**src/rtl/muldiv_sched.sv**
```systemverilog
// muldiv_sched: sequencer and HI/LO owner for the multiply/divide op class.
// One op at a time: a timed multi-cycle multiplier (with optional HI/LO
// accumulate) and a 32-step restoring divider. MTHI/MTLO write HI/LO directly.
module muldiv_sched #(
  parameter int MUL_LAT = 3
) (
  input  logic        clk,
  input  logic        resetn,
  input  logic        req_valid,
  output logic        req_ready,
  input  logic [3:0]  req_op,
  input  logic [31:0] req_a,
  input  logic [31:0] req_b,
  input  logic        flush,
  output logic        busy,
  output logic        resp_valid,
  output logic [31:0] resp_data,
  output logic [31:0] hi,
  output logic [31:0] lo
);

  typedef enum logic [2:0] {
    S_IDLE,
    S_MUL,
    S_ACC,
    S_DIV,
    S_DONE
  } state_t;

  localparam logic [4:0] MUL_CNT = 5'(MUL_LAT - 1);

  state_t      state;
  logic [3:0]  op;
  logic [31:0] a;
  logic [31:0] b;
  logic [4:0]  cnt;
  // Product / accumulator result, or {remainder, quotient} while dividing.
  logic [63:0] res;

  logic        is_signed;
  logic        is_acc;
  logic        is_sub;
  logic        is_sdiv;
  logic [63:0] ext_a;
  logic [63:0] ext_b;
  logic [63:0] product;
  logic [31:0] dvs;
  logic [31:0] req_a_mag;
  logic [32:0] div_shift;
  logic        div_fits;
  logic [31:0] div_rem_sub;
  logic [63:0] div_next;
  logic [31:0] quo_fix;
  logic [31:0] rem_fix;

  // Op codes 0..8 are signed exactly when bit 0 is clear (MUL is signed too).
  assign is_signed = ~op[0];
  assign is_acc    = (op == 4'd4) || (op == 4'd5) || (op == 4'd6) || (op == 4'd7);
  assign is_sub    = (op == 4'd6) || (op == 4'd7);
  assign is_sdiv   = (op == 4'd2);

  // The latched operands are stable for MUL_LAT cycles, so this multiply
  // is allowed to be a multicycle path.
  assign ext_a   = is_signed ? {{32{a[31]}}, a} : {32'd0, a};
  assign ext_b   = is_signed ? {{32{b[31]}}, b} : {32'd0, b};
  assign product = ext_a * ext_b;

  // Divider works on magnitudes; the sign fixup is applied at commit.
  assign dvs       = (is_sdiv && b[31]) ? -b : b;
  assign req_a_mag = ((req_op == 4'd2) && req_a[31]) ? -req_a : req_a;

  assign div_shift   = {res[63:32], res[31]};
  assign div_fits    = div_shift >= {1'b0, dvs};
  assign div_rem_sub = div_shift[31:0] - dvs;
  assign div_next    = div_fits ? {div_rem_sub, res[30:0], 1'b1}
                                : {div_shift[31:0], res[30:0], 1'b0};

  assign quo_fix = (is_sdiv && (a[31] ^ b[31])) ? -res[31:0] : res[31:0];
  assign rem_fix = (is_sdiv && a[31]) ? -res[63:32] : res[63:32];

  assign busy       = (state != S_IDLE);
  assign req_ready  = (state == S_IDLE) && !flush;
  assign resp_valid = (state == S_DONE) && !flush;
  assign resp_data  = (resp_valid && (op == 4'd8)) ? res[31:0] : 32'd0;

  // Sequencer: accept, time the multiplier, step the divider, commit HI/LO.
  always_ff @(posedge clk or negedge resetn) begin
    if (!resetn) begin
      state <= S_IDLE;
      op    <= 4'd0;
      a     <= 32'd0;
      b     <= 32'd0;
      cnt   <= 5'd0;
      res   <= 64'd0;
      hi    <= 32'd0;
      lo    <= 32'd0;
    end else begin
      case (state)
        S_IDLE: begin
          if (req_valid && req_ready) begin
            op <= req_op;
            a  <= req_a;
            b  <= req_b;
            case (req_op)
              4'd0, 4'd1, 4'd4, 4'd5, 4'd6, 4'd7, 4'd8: begin
                state <= S_MUL;
                cnt   <= MUL_CNT;
              end
              4'd2, 4'd3: begin
                state <= S_DIV;
                cnt   <= 5'd31;
                res   <= {32'd0, req_a_mag};
              end
              4'd9:    hi <= req_a;
              4'd10:   lo <= req_a;
              default: ;
            endcase
          end
        end
        S_MUL: begin
          if (flush) begin
            state <= S_IDLE;
          end else if (cnt == 5'd0) begin
            res   <= product;
            state <= is_acc ? S_ACC : S_DONE;
          end else begin
            cnt <= cnt - 5'd1;
          end
        end
        S_ACC: begin
          if (flush) begin
            state <= S_IDLE;
          end else begin
            res   <= is_sub ? ({hi, lo} - res) : ({hi, lo} + res);
            state <= S_DONE;
          end
        end
        S_DIV: begin
          if (flush) begin
            state <= S_IDLE;
          end else begin
            res <= div_next;
            if (cnt == 5'd0) begin
              state <= S_DONE;
            end else begin
              cnt <= cnt - 5'd1;
            end
          end
        end
        S_DONE: begin
          state <= S_IDLE;
          if (!flush) begin
            if (op == 4'd2 || op == 4'd3) begin
              hi <= rem_fix;
              lo <= quo_fix;
            end else if (op != 4'd8) begin
              hi <= res[63:32];
              lo <= res[31:0];
            end
          end
        end
        default: state <= S_IDLE;
      endcase
    end
  end

endmodule

```
**config.mk**
```make
export PLATFORM = sky130hd
export DESIGN_NAME = muldiv_sched
export DESIGN_NICKNAME = d
export VERILOG_FILES = /design/src/rtl/muldiv_sched.sv
export SDC_FILE = /design/constraint.sdc
export NUM_CORES = 2
export LEC_CHECK = 0
export CORE_ASPECT_RATIO = 0.5
export CORE_UTILIZATION = 45
export DETAILED_ROUTE_END_ITERATION = 16
export PLACE_DENSITY = 0.61
export SYNTH_ARGS = -nofsm -noshare
export SYNTH_HDL_FRONTEND = slang
export SYNTH_SLANG_ARGS = --single-unit
```
**constraint.sdc**
```tcl
create_clock -name clk -period 13 [get_ports clk]
set_input_delay 2.6 -clock clk [delete_from_list [all_inputs] [get_ports clk]]
set_output_delay 2.6 -clock clk [all_outputs]
set_load 0.05 [all_outputs]
```
==> results.sh <==
export IMPL_ys_ff_latch=204
export IMPL_cp_start_kind="flip-flop"
export IMPL_crit_buf_inv=6
export IMPL_ys_seq_area_frac=0.0767
export IMPL_setup_ws_ps=2430
export IMPL_critPathCaptureType="flip-flop"
export IMPL_cts_buffer_depth=3
export IMPL_path_clk_slew_ps=70
export IMPL_syn_avg_cell_area_um2=8.85
export IMPL_vias=52259
export IMPL_h_tree_depth=1
export IMPL_hpwl_mm=190
export IMPL_fmax_mhz=94.6
export IMPL_final_common_cell="inv_1"
export IMPL_drtPass1Iterations=6
export IMPL_core_area_mm2=0.146
export IMPL_crit_arrival_ps=11060
export IMPL_skew_ps=24.2
export IMPL_max_slew_margin=0.163
export IMPL_dieArea_mm2=0.150
export IMPL_drv_cap=0
export IMPL_gp_congestion=0.978
export IMPL_synth_cell_types=88
export IMPL_grt_usage=0.321
export IMPL_post_place_ws_ps=2590
export IMPL_die_y_um=274
export IMPL_cts_setup_buffers=0
export IMPL_antenna_found_initial=11
export IMPL_start_util=0.455
export IMPL_reg2reg_slack_ps=2430
export IMPL_drive_gt1_frac=0.0381
export IMPL_drtIter0Drc=4942
export IMPL_cts_made_buffers=29
export IMPL_cts_tree="built"
export IMPL_slew_violations=0
export IMPL_setup_viol=0
export IMPL_worst_pin_slew_ps=1260
export IMPL_layout_nets=9310
export IMPL_grt_max_degree=126
export IMPL_synth_edf_count=0
export IMPL_fp_dieW_um=546
export IMPL_wl_per_cell_um=25.0
export IMPL_rsz0062_at_grt="no"
export IMPL_critPathTopFamily="adder cells"
export IMPL_grt_pass1_wl_mm=357
export IMPL_num_rows=99
export IMPL_syn_num_nets=9428
export IMPL_max_stage_delay_ps=940
export IMPL_min_path_type="reg2reg"
export IMPL_tns_ps=0
export IMPL_post_cts_resized=0
export IMPL_critPathRequiredTime_ps=13490
export IMPL_finalWirelength_mm=235
export IMPL_hold_viol_final=0
export IMPL_layout_area_overhead_vs_synth_pct=6.73
export IMPL_yosysTopAreaCell="fa_1"
export IMPL_first_global_vias=54599
export IMPL_cp_common_cell="fa_1"
export IMPL_yosys_area_top_type_share=0.427
export IMPL_ys_flop_type="dfrtp_1"
export IMPL_grt_overflow_total=0
export IMPL_cp_slowest_cell="dfrtp_1"
export IMPL_insertion_delay_ps=610
export IMPL_yosys_warnings=0
export IMPL_ioPinCount=171
export IMPL_post_route_period_util=0.813
export IMPL_ant_nets=0
export IMPL_avgViaCountPerCell=5.56
export IMPL_synthesis_area_mm2=0.0666
export IMPL_hold_buffers=0
export IMPL_portBuffers=170
export IMPL_drc=0
export IMPL_clock_sinks=204
export IMPL_period_needed_ps=10570
export IMPL_ys_top_cells_by_area="fa_1 (43%), inv_1 (8.9%), ha_1 (7.7%), dfrtp_1 (7.7%), and2_1 (5.5%)"
export IMPL_synthCells=7525
export IMPL_root_buffer="clkbuf_16"
export IMPL_synthArstFlopShare=1.00
export IMPL_final_cell_mix="inv_1 (1,575), fa_1 (1,421), nand2_1 (820), and2_1 (587), ha_1 (410)"
export IMPL_path_class="reg2reg"
export IMPL_critPathMaxFanout=20
export IMPL_outcome="complete, no violations"
## logic make-up after synthesis
logic type               count (synthesis)  share of synthesized area
AND/OR/NAND/NOR                       2097                      0.153
multiplexers                            90                     0.0148
AO/OA/AOI/OAI                          916                     0.0875
flip-flops                             204                     0.0767
buffers and inverters                 2011                      0.114
XOR/XNOR                               374                     0.0492
adder cells (fa/ha/maj)               1833                      0.505
## per-layer routing
metal / global-route usage / share of wire
met5: 0 / 0.000055
met1: 0.446 / 0.42
met4: 0.105 / 0.037
met2: 0.497 / 0.44
met3: 0.0722 / 0.10
## synth_stat cells, types with 6 or more instances
cell,n
o211ai_1,22
o31ai_1,85
inv_1,1575
a31oi_1,40
dfrtp_1,204
and2_1,588
o21ai_0,206
o21bai_1,27
mux2i_1,22
or2_2,6
nor2b_1,20
ha_1,410
o41ai_1,17
xnor2_1,240
a31o_2,7
buf_2,6
a41oi_1,9
a21o_1,71
o31a_1,8
xor2_1,134
o221ai_1,9
nor4_1,18
nor3_1,58
nand3_1,45
nor4b_1,8
and3_1,52
o22ai_1,27
or4_1,11
mux2_2,68
a21oi_1,248
a22oi_1,9
nand2b_1,20
buf_1,32
nand4_1,40
o21a_1,29
clkbuf_1,395
or3_1,21
fa_1,1421
nor3b_1,12
nor2_1,342
a211oi_1,29
nand2_1,824
a221oi_1,15
## registers in the layout, indices dropped and copies added, names as in the netlist
| signal | cells |
|---|---|
| res | 64 |
| a | 32 |
| state | 3 |
| lo | 32 |
| hi | 32 |
| op | 4 |
| cnt | 5 |
| b | 32 |
## through the flow
step,instance area (um^2),cells,hold WS (ps),util
floorplan,66600,7525,496,-
detailed placement,70100,9344,496,0.479
global placement,70100,9344,488,0.479
finish,71000,9399,507,0.486
CTS,71000,9397,509,0.486
global route,71000,9398,520,0.486
## area by class of cell
class / count / area (um^2)
fillers: 14129 / 75200
multi-input cells: 5310 / 54000
inverters: 1576 / 5920
flip-flops and latches: 204 / 5110
repair buffers: 286 / 2610
well taps: 1969 / 2460
clock buffers: 40 / 827
clock inverters: 13 / 154
diodes: 1 / 2.50
## final timing paths
path                            cells past startpoint   start       end
worst min-delay path                                1    b[0]      b[0]
worst min register to register                      1    b[0]      b[0]
worst max register to register                     29    b[6]   res[59]
min in group asynchronous                           1  resetn     b[17]
max in group asynchronous                           2  resetn  state[1]
worst max-delay path                               29    b[6]   res[59]
Power is not shown: default switching activity piles up to over one toggle a cycle in this logic, so the estimate is an artifact.
